--- config.mk ---
export PLATFORM = sky130hd
export DESIGN_NAME = csi2_packet_tx
export DESIGN_NICKNAME = d
export VERILOG_FILES = /design/src/rtl/csi2_pkg.sv /design/src/rtl/csi2_crc16.sv /design/src/rtl/csi2_packet_tx.sv
export SDC_FILE = /design/constraint.sdc
export NUM_CORES = 1
export LEC_CHECK = 0
export BUFFER_PORTS_ARGS = -buffer_cell sky130_fd_sc_hd__buf_2
export CAP_MARGIN = 10
export CORE_MARGIN = 8
export CORE_UTILIZATION = 60
export DETAILED_ROUTE_END_ITERATION = 7
export PLACE_DENSITY_LB_ADDON = 0.15
export SETUP_SLACK_MARGIN = 0.1
export SLEW_MARGIN = 25
export SYNTH_ARGS = -nofsm -noshare
export SYNTH_HDL_FRONTEND = slang
export SYNTH_SLANG_ARGS = --single-unit
--- constraint.sdc ---
create_clock -name clk -period 5.45 [get_ports clk]
set_input_delay 0.2725 -clock clk [delete_from_list [all_inputs] [get_ports clk]]
set_output_delay 0.2725 -clock clk [all_outputs]
set_load 0.02 [all_outputs]
--- src/rtl/csi2_pkg.sv ---
// Shared CSI-2 definitions: sync byte, data types, packet FSM states,
// and the ECC / CRC helper functions used by the transmitter.
package csi2_pkg;

    localparam logic [7:0]  SYNC_BYTE      = 8'hB8;

    localparam logic [5:0]  DT_FRAME_START = 6'h00;
    localparam logic [5:0]  DT_FRAME_END   = 6'h01;
    localparam logic [5:0]  DT_LINE_START  = 6'h02;
    localparam logic [5:0]  DT_LINE_END    = 6'h03;
    localparam logic [5:0]  DT_YUV422_8    = 6'h1E;
    localparam logic [5:0]  DT_RAW8        = 6'h2A;
    localparam logic [5:0]  DT_RAW10       = 6'h2B;
    localparam logic [5:0]  DT_RAW12       = 6'h2C;

    localparam logic [15:0] CRC_INIT       = 16'hFFFF;
    localparam logic [15:0] CRC_POLY       = 16'h8408;

    typedef enum logic [3:0] {
        IDLE, SYNC, DI, WC_L, WC_H, ECC, PAYLOAD, CRC_L, CRC_H, TRAIL
    } state_t;

    // 6-bit Hamming ECC over the 24-bit header {WC, DI}; d[0] is DI bit 0.
    function automatic logic [7:0] ecc_calc(input logic [7:0] di, input logic [15:0] wc);
        logic [23:0] d;
        logic [5:0]  p;
        d = {wc, di};
        p[0] = d[0]  ^ d[1]  ^ d[2]  ^ d[4]  ^ d[5]  ^ d[7]  ^ d[10] ^ d[11] ^ d[13] ^ d[16]
             ^ d[20] ^ d[21] ^ d[22] ^ d[23];
        p[1] = d[0]  ^ d[1]  ^ d[3]  ^ d[4]  ^ d[6]  ^ d[8]  ^ d[10] ^ d[12] ^ d[14] ^ d[17]
             ^ d[20] ^ d[21] ^ d[22] ^ d[23];
        p[2] = d[0]  ^ d[2]  ^ d[3]  ^ d[5]  ^ d[6]  ^ d[9]  ^ d[11] ^ d[12] ^ d[15] ^ d[18]
             ^ d[20] ^ d[21] ^ d[22];
        p[3] = d[1]  ^ d[2]  ^ d[3]  ^ d[7]  ^ d[8]  ^ d[9]  ^ d[13] ^ d[14] ^ d[15] ^ d[19]
             ^ d[20] ^ d[21] ^ d[23];
        p[4] = d[4]  ^ d[5]  ^ d[6]  ^ d[7]  ^ d[8]  ^ d[9]  ^ d[16] ^ d[17] ^ d[18] ^ d[19]
             ^ d[20] ^ d[22] ^ d[23];
        p[5] = d[10] ^ d[11] ^ d[12] ^ d[13] ^ d[14] ^ d[15] ^ d[16] ^ d[17] ^ d[18] ^ d[19]
             ^ d[21] ^ d[22] ^ d[23];
        return {2'b00, p};
    endfunction

    // One byte of reflected CRC-16 (poly 0x8408), data consumed LSB first.
    function automatic logic [15:0] crc16_step(input logic [15:0] crc, input logic [7:0] b);
        logic [15:0] c;
        c = crc;
        for (int i = 0; i < 8; i++) begin
            if (c[0] ^ b[i]) c = (c >> 1) ^ CRC_POLY;
            else             c = c >> 1;
        end
        return c;
    endfunction

endpackage

--- src/rtl/csi2_crc16.sv ---
// Byte-wide payload CRC accumulator; clear has priority over enable.
module csi2_crc16
    import csi2_pkg::*;
(
    input  logic        clk,
    input  logic        clear,
    input  logic        en,
    input  logic [7:0]  data,
    output logic [15:0] crc
);

    // Accumulate one payload byte per enabled cycle, restart on clear.
    always_ff @(posedge clk) begin
        if (clear)   crc <= CRC_INIT;
        else if (en) crc <= crc16_step(crc, data);
    end

endmodule

--- src/rtl/csi2_packet_tx.sv ---
// CSI-2 packet serialiser: header, optional payload with CRC footer,
// and HS trail bytes onto a single byte lane.
module csi2_packet_tx
    import csi2_pkg::*;
#(
    parameter int TRAIL_BYTES = 1
)(
    input  logic        clk,
    input  logic        rst_n,
    input  logic        start,
    input  logic        short_pkt,
    input  logic [7:0]  data_id,
    input  logic [15:0] word_count,
    output logic        ready,
    input  logic [7:0]  pl_data,
    input  logic        pl_valid,
    output logic        pl_ready,
    output logic [7:0]  tx_byte,
    output logic        tx_hs_req,
    output logic        done,
    output logic        underrun
);

    state_t      state, state_nx;
    logic [7:0]  di_r;
    logic [15:0] wc_r;
    logic        short_r;
    logic [15:0] pay_cnt;
    logic [2:0]  trail_cnt;
    logic [7:0]  pay_byte_p1;
    logic        prev_b7;
    logic [15:0] crc;
    logic        accept;
    logic [7:0]  pl_eff;

    assign accept = start & ready;
    // A starved payload slot is replaced by 0x00 both on the lane and in the CRC.
    assign pl_eff = pl_valid ? pl_data : 8'h00;

    // State register.
    always_ff @(posedge clk) begin
        if (!rst_n) state <= IDLE;
        else        state <= state_nx;
    end

    // Next-state logic.
    always_comb begin
        state_nx = state;
        case (state)
            IDLE:    if (start) state_nx = SYNC;
            SYNC:    state_nx = DI;
            DI:      state_nx = WC_L;
            WC_L:    state_nx = WC_H;
            WC_H:    state_nx = ECC;
            ECC: begin
                if (short_r)           state_nx = TRAIL;
                else if (wc_r == '0)   state_nx = CRC_L;
                else                   state_nx = PAYLOAD;
            end
            PAYLOAD: if (pay_cnt == 16'd1) state_nx = CRC_L;
            CRC_L:   state_nx = CRC_H;
            CRC_H:   state_nx = TRAIL;
            TRAIL:   if (trail_cnt == 3'd0) state_nx = IDLE;
            default: state_nx = IDLE;
        endcase
    end

    // Lane byte, handshakes and done pulse decoded from the current state.
    always_comb begin
        ready     = 1'b0;
        tx_byte   = 8'h00;
        tx_hs_req = 1'b1;
        pl_ready  = 1'b0;
        done      = 1'b0;
        case (state)
            IDLE: begin
                ready     = 1'b1;
                tx_hs_req = 1'b0;
            end
            SYNC:    tx_byte = SYNC_BYTE;
            DI:      tx_byte = di_r;
            WC_L:    tx_byte = wc_r[7:0];
            WC_H:    tx_byte = wc_r[15:8];
            ECC: begin
                tx_byte  = ecc_calc(di_r, wc_r);
                pl_ready = ~short_r & (wc_r != '0);
            end
            PAYLOAD: begin
                tx_byte  = pay_byte_p1;
                pl_ready = (pay_cnt != 16'd1);
            end
            CRC_L:   tx_byte = crc[7:0];
            CRC_H:   tx_byte = crc[15:8];
            TRAIL: begin
                tx_byte = {8{~prev_b7}};
                done    = (trail_cnt == 3'd0);
            end
            default: tx_hs_req = 1'b0;
        endcase
    end

    // Sticky starvation flag.
    always_ff @(posedge clk) begin
        if (!rst_n)                   underrun <= 1'b0;
        else if (pl_ready & ~pl_valid) underrun <= 1'b1;
    end

    // Header capture, payload/trail counters and lane history; loaded before use.
    always_ff @(posedge clk) begin
        if (accept) begin
            di_r    <= data_id;
            wc_r    <= word_count;
            short_r <= short_pkt;
        end
        if (state == ECC)          pay_cnt <= wc_r;
        else if (state == PAYLOAD) pay_cnt <= pay_cnt - 16'd1;
        if (state != TRAIL && state_nx == TRAIL) trail_cnt <= 3'(TRAIL_BYTES - 1);
        else if (state == TRAIL)                 trail_cnt <= trail_cnt - 3'd1;
        if (pl_ready) pay_byte_p1 <= pl_eff;
        prev_b7 <= tx_byte[7];
    end

    csi2_crc16 u_crc (
        .clk   (clk),
        .clear (~rst_n | accept),
        .en    (pl_ready),
        .data  (pl_eff),
        .crc   (crc)
    );

endmodule

# Yosys cells after proc, flatten, opt, wreduce, memory -nomap -nowiden
# Index checks and enable logic that the tools add are counted.
# totals
register_bits,74
elab_cells,165
in_bits,37
# op_classes
mux,36
n_bitwise,97
addsub,2
eq_ne,13
n_reduce_logical,7
# op_table
cell,count
$mux W16,24
$xor A1 B1 Y1,81
$pmux W8 S9,1
$pmux W4 S10,1
$not A2 Y3,8
$eq A16 B1 Y1 const B,1
$eq A4 B3 Y1 const B,4
$logic_not A16 Y1,1
$mux W4,4
$ne A16 B1 Y1 const B,1
$reduce_bool A16 Y1,1
$sub A16 B1 Y16 const B,1
$eq A4 B4 Y1 const B,3
$reduce_or A9 Y1,1
$eq A4 B2 Y1 const B,2
$mux W8,1
$eq A4 B1 Y1 const B,1
$logic_not A4 Y1,1
$mux W1,4
$ne A4 B4 Y1 const B,1
$not A1 Y1,4
$and A1 B1 Y1,3
$logic_not A3 Y1,1
$sub A3 B1 Y3 const B,1
4 further kinds,4

# Depth between registers and ports, before layout
# Gate-level depths: netlist of run 1.
# logic_depth
depth_word,31
mapped_depth,9
mapped_depth_nobuf,7

# Cells and area by module
# A second synthesis of run 1 with hierarchy kept.
# hier_totals
hier_cells,417
hier_area_um2,4421.7
# by_module_without_submodules
module,n_inst,area_per_inst_um2,cells_per_inst
csi2_packet_tx,1,3505.9,337
csi2_crc16,1,915.9,80

# Least setup slack after synthesis of run 1
# Ideal clock, no wire load.
# synth_timing
kind,flip-flop to flip-flop
startpoint,register state[2]
endpoint,register u_crc.crc[10]
required_time_ns,5.371
t_arrival_ns,2.350
synth_period_minus_slack_ns,2.428
path_stages_with_launch,8
setup_slack_ns,3.022
n_path_buf,3
cell_sequence,dfxtp_1 buf_2 nor4_2 and2_1 nor2b_1 buf_1 clkbuf_1 o211ai_1
# synth_via
elab_chain_len,4
# synth_lines
element,line,text
start: declaration,csi2_packet_tx.sv:24,"state_t state, state_nx;"
start signal: assignment,csi2_packet_tx.sv:43,else state <= state_nx;
$logic_not A4 Y1,csi2_packet_tx.sv:75,case (state)
$mux W1,csi2_packet_tx.sv:75,
net ready,csi2_packet_tx.sv:14,"output logic ready,"
$and A1 B1 Y1,csi2_packet_tx.sv:36,assign accept = start & ready;
net accept,csi2_packet_tx.sv:33,logic accept;
$or A1 B1 Y1,csi2_packet_tx.sv:125,".clear (~rst_n | accept),"
end signal: assignment,csi2_crc16.sv:15,"else if (en) crc <= crc16_step(crc, data);"
end: declaration,csi2_crc16.sv:9,output logic [15:0] crc
# The timed path passes the listed nets, and every way through them passes these cells.
# A chain may end at the register's enable or synchronous reset.

# Final worst setup path of run 1
# layout_timing
startpoint,register state[0]
endpoint,output pl_ready
# layout_via
elab_chain_len,2
# layout_lines
element,line,text
$eq A4 B3 Y1,csi2_packet_tx.sv:75,
$pmux W1 S2 (*),csi2_packet_tx.sv:75,
end: declaration,csi2_packet_tx.sv:17,"output logic pl_ready,"
# Mark *: on every way between the ends. The rest lies on a longest branch, timed or not.

==> impl_metrics.json, run 1 <==
{
  "status": "finished clean",
  "critical_path_class": "reg -> out",
  "worst_pin_slew_ns": 0.926,
  "drc_errors": 0,
  "hp-start": "data_id[7]",
  "insertion_delay_ns": 0.35,
  "ys_types": 64,
  "synth_nets": 460,
  "period_share_pct": 63.6,
  "layout-drive-gt1-share_pct": 18.2,
  "setup_viol": 0,
  "die-height_microns": 102,
  "avgViaCountPerCell": 5.79,
  "fmax_mhz": 288,
  "syn_inst": 418,
  "multi_input_area_sq_um": 2290,
  "min_path_cells": 1,
  "start_util_pct": 61.5,
  "final_hold_viol_count": 0,
  "n_antenna_cell": 0,
  "cts.sinks": 74,
  "max_slew_margin_pct": 38.2,
  "drt-initial-drc-count": 439,
  "postCtsSetupRepairBufs": 0,
  "postCtsHoldBufs": 0,
  "ys.flop_type": "edfxtp_1",
  "synth_edf_count": 49,
  "crit_required_ns": 5.18,
  "vias": 3271,
  "drv_cap": 0,
  "clock_skew_ns": 0.0115,
  "seq_area_sq_um": 1970,
  "yosysSeqAreaShare_pct": 44.7,
  "dieArea_sq_um": 10400,
  "syn_avg_cell_area_sq_um": 10.6,
  "nFillCells": 569,
  "drtAntennaViolNets": 0,
  "cts-resized-gates": 0,
  "synthesis.area_sq_um": 4410,
  "rr_startpoint": "state[0]",
  "min_period_ns": 3.47,
  "coreArea_sq_um": 7180,
  "h-tree-depth": 3,
  "overflow": 0,
  "p_per_area_nw_per_um2": 291,
  "grt_max_degree": 29,
  "nets": 503,
  "rows": 31,
  "peakVddDrop_v": 0.000186,
  "cts_buffer_depth": 2,
  "start_kind": "flop",
  "io_pins": 50,
  "numCtsBuffers": 9,
  "r2r_setup_slack_ns": 2.51,
  "end_kind": "output port",
  "die_x_microns": 102,
  "place_congestion": 1.02,
  "hold_class": "in -> reg",
  "power_leakage_nw": 1.88,
  "cts.clk_slew.worst_paths_ns": 0.07,
  "ys_warn_count": 0,
  "port_buffers": 49,
  "power_mw": 1.42,
  "antenna_found_initial": 0,
  "wl_per_cell_microns": 17.9,
  "grt_pass1_wl_microns": 16400,
  "first_pass_iters": 6,
  "synth_seq_cells": 74,
  "wl_microns": 10100,
  "synthToLayoutAreaGrowth_pct": 10.5,
  "cts_root_buf": "clkbuf_8",
  "async_flop_share_pct": 0,
  "cp.arrival_ns": 3.20,
  "r2r_cells": 5,
  "maxSlewViolCount": 0,
  "timing.rr.end": "pay_byte_p1[1]",
  "cts_tree": "done",
  "track_usage_pct": 20.5,
  "crit_path_max_fanout": 27,
  "min_to": "di_r[7]",
  "tns_ns": 0,
  "rsz0062_at_grt": "false",
  "dpl.hpwl_microns": 7660,
  "first_global_vias": 3289
}
-- layout make-up --
class,instances,share of cell area (%)
tap,99,2.54
timing repair buffer,50,5.18
multi-input combinational,311,47.0
clock inverter,4,0.898
sequential,74,40.4
clock buffer,12,2.77
inverter,15,1.15
-- cell families (layout without fill, tap and decap cells) --
family | Yosys count | in the layout | synth area share [%]
buffers and inverters | 33 | 81 | 3.46
AND/OR/NAND/NOR | 123 | 123 | 15.1
adder cells (fa/ha/maj) | 5 | 5 | 1.42
multiplexers | 12 | 12 | 2.84
flip-flops | 74 | 74 | 44.7
XOR/XNOR | 87 | 87 | 19.2
AO/OA/AOI/OAI | 84 | 84 | 13.3
-- metrics by stage --
step	setup slack, ns	hold slack (ns)	cells	util [%]	area, sq um
floorplan	3.02	0.371	418	-	4410
global placement	2.52	0.445	549	65.4	4690
detailed placement	2.41	0.451	549	65.4	4690
CTS	2.04	0.0885	565	67.9	4870
global route	1.68	0.0783	565	68.0	4880
finish	1.98	0.0957	565	68.0	4880
-- critical path, stage by stage (launching register included) --
cell	delay [ns]
dfxtp_1	0.93
inv_2	0.20
nor3_4	0.76
a22oi_2	0.11
buf_4	0.29
inv_1	0.31
buf_2	0.24
-- per-layer routing --
layer | track usage (%) | wire length (microns) | up-vias
met5 | 0 | 0 | -
li1 | - | - | 1575
met3 | 5.15 | 800 | 31
met4 | 7.67 | 252 | 0
met1 | 28.6 | 4730 | 1509
met2 | 29.9 | 4310 | 156
-- cells in the mapped netlist (10+ instances only) --
cell / instances / share of area (%)
nor2_1: 26 / 2.2
xnor2_1: 64 / 13
edfxtp_1: 49 / 33
o211ai_1: 10 / 1.7
nand2_1: 42 / 3.6
a21oi_1: 14 / 1.6
inv_1: 14 / 1.2
dfxtp_1: 25 / 11
xor2_1: 15 / 3.0
o21ai_0: 11 / 1.2
and2_1: 11 / 1.6
-- placed cells by master, fill, tap and decap left out, types with 3 or more instances in the layout --
cell type	instances
dfxtp_1	25
xnor3_1	3
nand2b_1	4
and2_1	10
nor3b_1	3
a221o_1	3
mux2i_1	8
nor2_1	26
o211ai_1	10
nor4_1	4
xnor2_1	64
nor2b_1	4
ha_1	5
a22oi_1	5
mux2_2	3
nand3_1	5
xnor2_2	4
a31oi_1	3
nand2_1	42
o21ai_1	7
a22o_1	8
inv_1	14
a21oi_1	14
nor4_2	3
nor3_1	5
edfxtp_1	49
clkbuf_1	3
xor2_1	15
buf_2	49
o21ai_0	11
a221oi_1	4
a211oi_1	4
clkbuf_8	9
-- worst max-delay path by stage --
| stage | slack [ns] | start | to | cells after the start |
|---|---|---|---|---|
| 6_report | 1.98 | state[0] | pl_ready | 6 |
| 5_1_grt | 1.68 | state[2] | pl_ready | 6 |
| 4_1_cts | 2.04 | state[0] | pl_ready | 6 |
| 3_5_place_dp | 2.41 | state[0] | pl_ready | 6 |
| 3_3_place_gp | 2.52 | state[0] | pl_ready | 6 |
| 2_1_floorplan | 3.02 | state[2] | u_crc.crc[10] | 7 |
-- sequential cells by signal (all words and copies together) (netlist names) --
register and cells:
di_r 8, underrun 1, wc_r 16, pay_cnt 16, u_crc.crc 16, state 4
short_r 1, prev_b7 1, trail_cnt 3, pay_byte_p1 8
-- report_power, final --
group          leakage, nW  total, mW  switching (mW)  internal (mW)
Combinational         1.13      0.336           0.171          0.165
Clock               0.0918      0.401           0.192          0.209
Sequential           0.658      0.682          0.0506          0.632
Total                 1.88       1.42           0.414           1.01
No activity file was read; power rests on OpenSTA's default activity.
==> inputs of run 2 (changes only) <==
- CORE_UTILIZATION: 60 -> 59
- clock period: 5.45 -> 3.5 ns (I/O delays scaled with it)
==> run 2 against run 1 <==
  * Non-clock buffer count increased by 28
  * Clock skew increased by 0.0066 ns
  * Routed wire length increased by 13%
  * Sequential share of layout area decreased by 2.3 points
  * First-iteration DRC count decreased by 45%
  * Global-route usage increased by 2.2 points
  * Critical path depth increased by 1
  * Setup slack got worse by 1.4 ns
  * Sequential power increased by 55%
  * Core utilization increased by 3.3 points
==> impl_metrics.json, run 2 (synthesis results as in run 1) <==
{
  "status": "finished clean",
  "cts_root_buf": "clkbuf_8",
  "first_pass_iters": 5,
  "die-height_microns": 102,
  "tns_ns": 0,
  "nFillCells": 554,
  "dpl.hpwl_microns": 8140,
  "coreArea_sq_um": 7250,
  "numCtsBuffers": 9,
  "place_congestion": 0.963,
  "swShare_pct": 29.6,
  "fmax_mhz": 341,
  "drc_errors": 0,
  "first_global_vias": 3331,
  "hold_class": "in -> reg",
  "post-route-util_pct": 71.3,
  "rows": 31,
  "power.internal_mw": 1.62,
  "drt-initial-drc-count": 243,
  "maxSlewViolCount": 0,
  "cts_tree": "done",
  "overflow": 0,
  "cts_buffer_depth": 2,
  "wl_microns": 11400,
  "postCtsSetupRepairBufs": 0,
  "period_share_pct": 83.7,
  "grt_max_degree": 28,
  "cts-resized-gates": 0,
  "setup_viol": 0,
  "pwr-share-clk_pct": 29.5,
  "synthToLayoutAreaGrowth_pct": 17.2,
  "insertion_delay_ns": 0.36,
  "io_pins": 50,
  "port_buffers": 49,
  "crit_required_ns": 3.32,
  "grt_pass1_wl_microns": 17700,
  "nets": 531,
  "postCtsHoldBufs": 22,
  "p_per_area_nw_per_um2": 446,
  "min_period_ns": 2.93,
  "peakVddDrop_v": 0.000376,
  "critical_path_class": "reg -> out",
  "whs_ns": 0.0178,
  "power_mw": 2.31,
  "dieArea_sq_um": 10500,
  "layout-drive-gt1-share_pct": 18.2,
  "reg.largest.list": "pay_cnt: 16 flops, u_crc.crc: 16 flops, wc_r: 16 flops",
  "die_x_microns": 102,
  "avgViaCountPerCell": 5.88,
  "clock_skew_ns": 0.0180,
  "cp.arrival_ns": 2.76,
  "crit_path_max_fanout": 27,
  "drv_cap": 0,
  "seq_area_sq_um": 1970,
  "power_leakage_nw": 2.01,
  "final_hold_viol_count": 0,
  "track_usage_pct": 22.7,
  "start_kind": "flop",
  "layout_commonest_cell": "xnor2_1",
  "antenna_found_initial": 0,
  "start_util_pct": 60.8,
  "layout_common_cells": "64 x xnor2_1, 49 x edfxtp_1, 49 x buf_2",
  "cts.sinks": 74,
  "seqPwrFrac_pct": 45.8,
  "rsz0062_at_grt": "false",
  "n_antenna_cell": 0,
  "vias": 3486,
  "worst_pin_slew_ns": 0.755,
  "combinationalPowerShare_pct": 24.7,
  "cts.clk_slew.worst_paths_ns": 0.07,
  "end_kind": "output port",
  "switchingPower_mw": 0.682,
  "multi_input_area_sq_um": 2290,
  "h-tree-depth": 3,
  "max_slew_margin_pct": 49.6,
  "wl_per_cell_microns": 19.2,
  "drtAntennaViolNets": 0
}
[run 2: cell count changes in the layout (fill, tap and decap cells not counted), sizes merged]
| cell | change |
|---|---|
| buf | +5 |
| bufinv | -1 |
| clkbuf | +1 |
| clkinv | -2 |
| clkinvlp | +2 |
| dlygate4sd3 | +23 |
[run 2: power groups by stage]
stage,logic (mW),clock network (mW),registers [mW]
finish,0.570,0.681,1.06
global route,0.621,0.730,1.06
CTS,0.565,0.680,1.05
detailed placement,0.543,0,1.07
global placement,0.540,0,1.07
floorplan,0.434,0,1.04
[run 2: path summary, 6_finish.rpt]
path	depth (start not counted)	slack, ns	start	to
max	7	0.57	state[1]	pl_ready
min	1	0.02	word_count[3]	wc_r[3]
max reg2reg	6	1.03	state[1]	pay_byte_p1[6]
min reg2reg	1	0.46	underrun	underrun
[run 2: per-layer routing]
layer  part of all wire [%]  track usage, %  vias up
li1                       -               -     1636
met1                     45            31.5     1638
met2                     44            33.5      194
met3                    8.7            5.31       18
met4                    1.9            8.69        0
met5                      0               0        -
[run 2: through the flow]
step	instance area, sq um	setup slack, ns	instances
after global routing	5170	0.421	593
final	5170	0.569	593
after floorplan	4410	1.07	418
after CTS	5160	0.621	592
after global placement	4730	1.06	554
after detailed placement	4730	0.994	554
[run 2: final cells by class]
class / instances / area share (%)
clock buffer: 13 / 3.70
clock inverter: 3 / 0.363
inverter: 15 / 1.09
multi-input combinational: 311 / 44.3
sequential: 74 / 38.1
tap: 99 / 2.40
timing repair buffer: 78 / 10.1
[run 2: critical path: stages, from the launching register on]
cell and delay, ns:
dfxtp_1 0.82, nand2b_1 0.29, nor3_4 0.04, buf_4 0.24
a22oi_2 0.17, buf_4 0.34, inv_1 0.27, buf_2 0.24
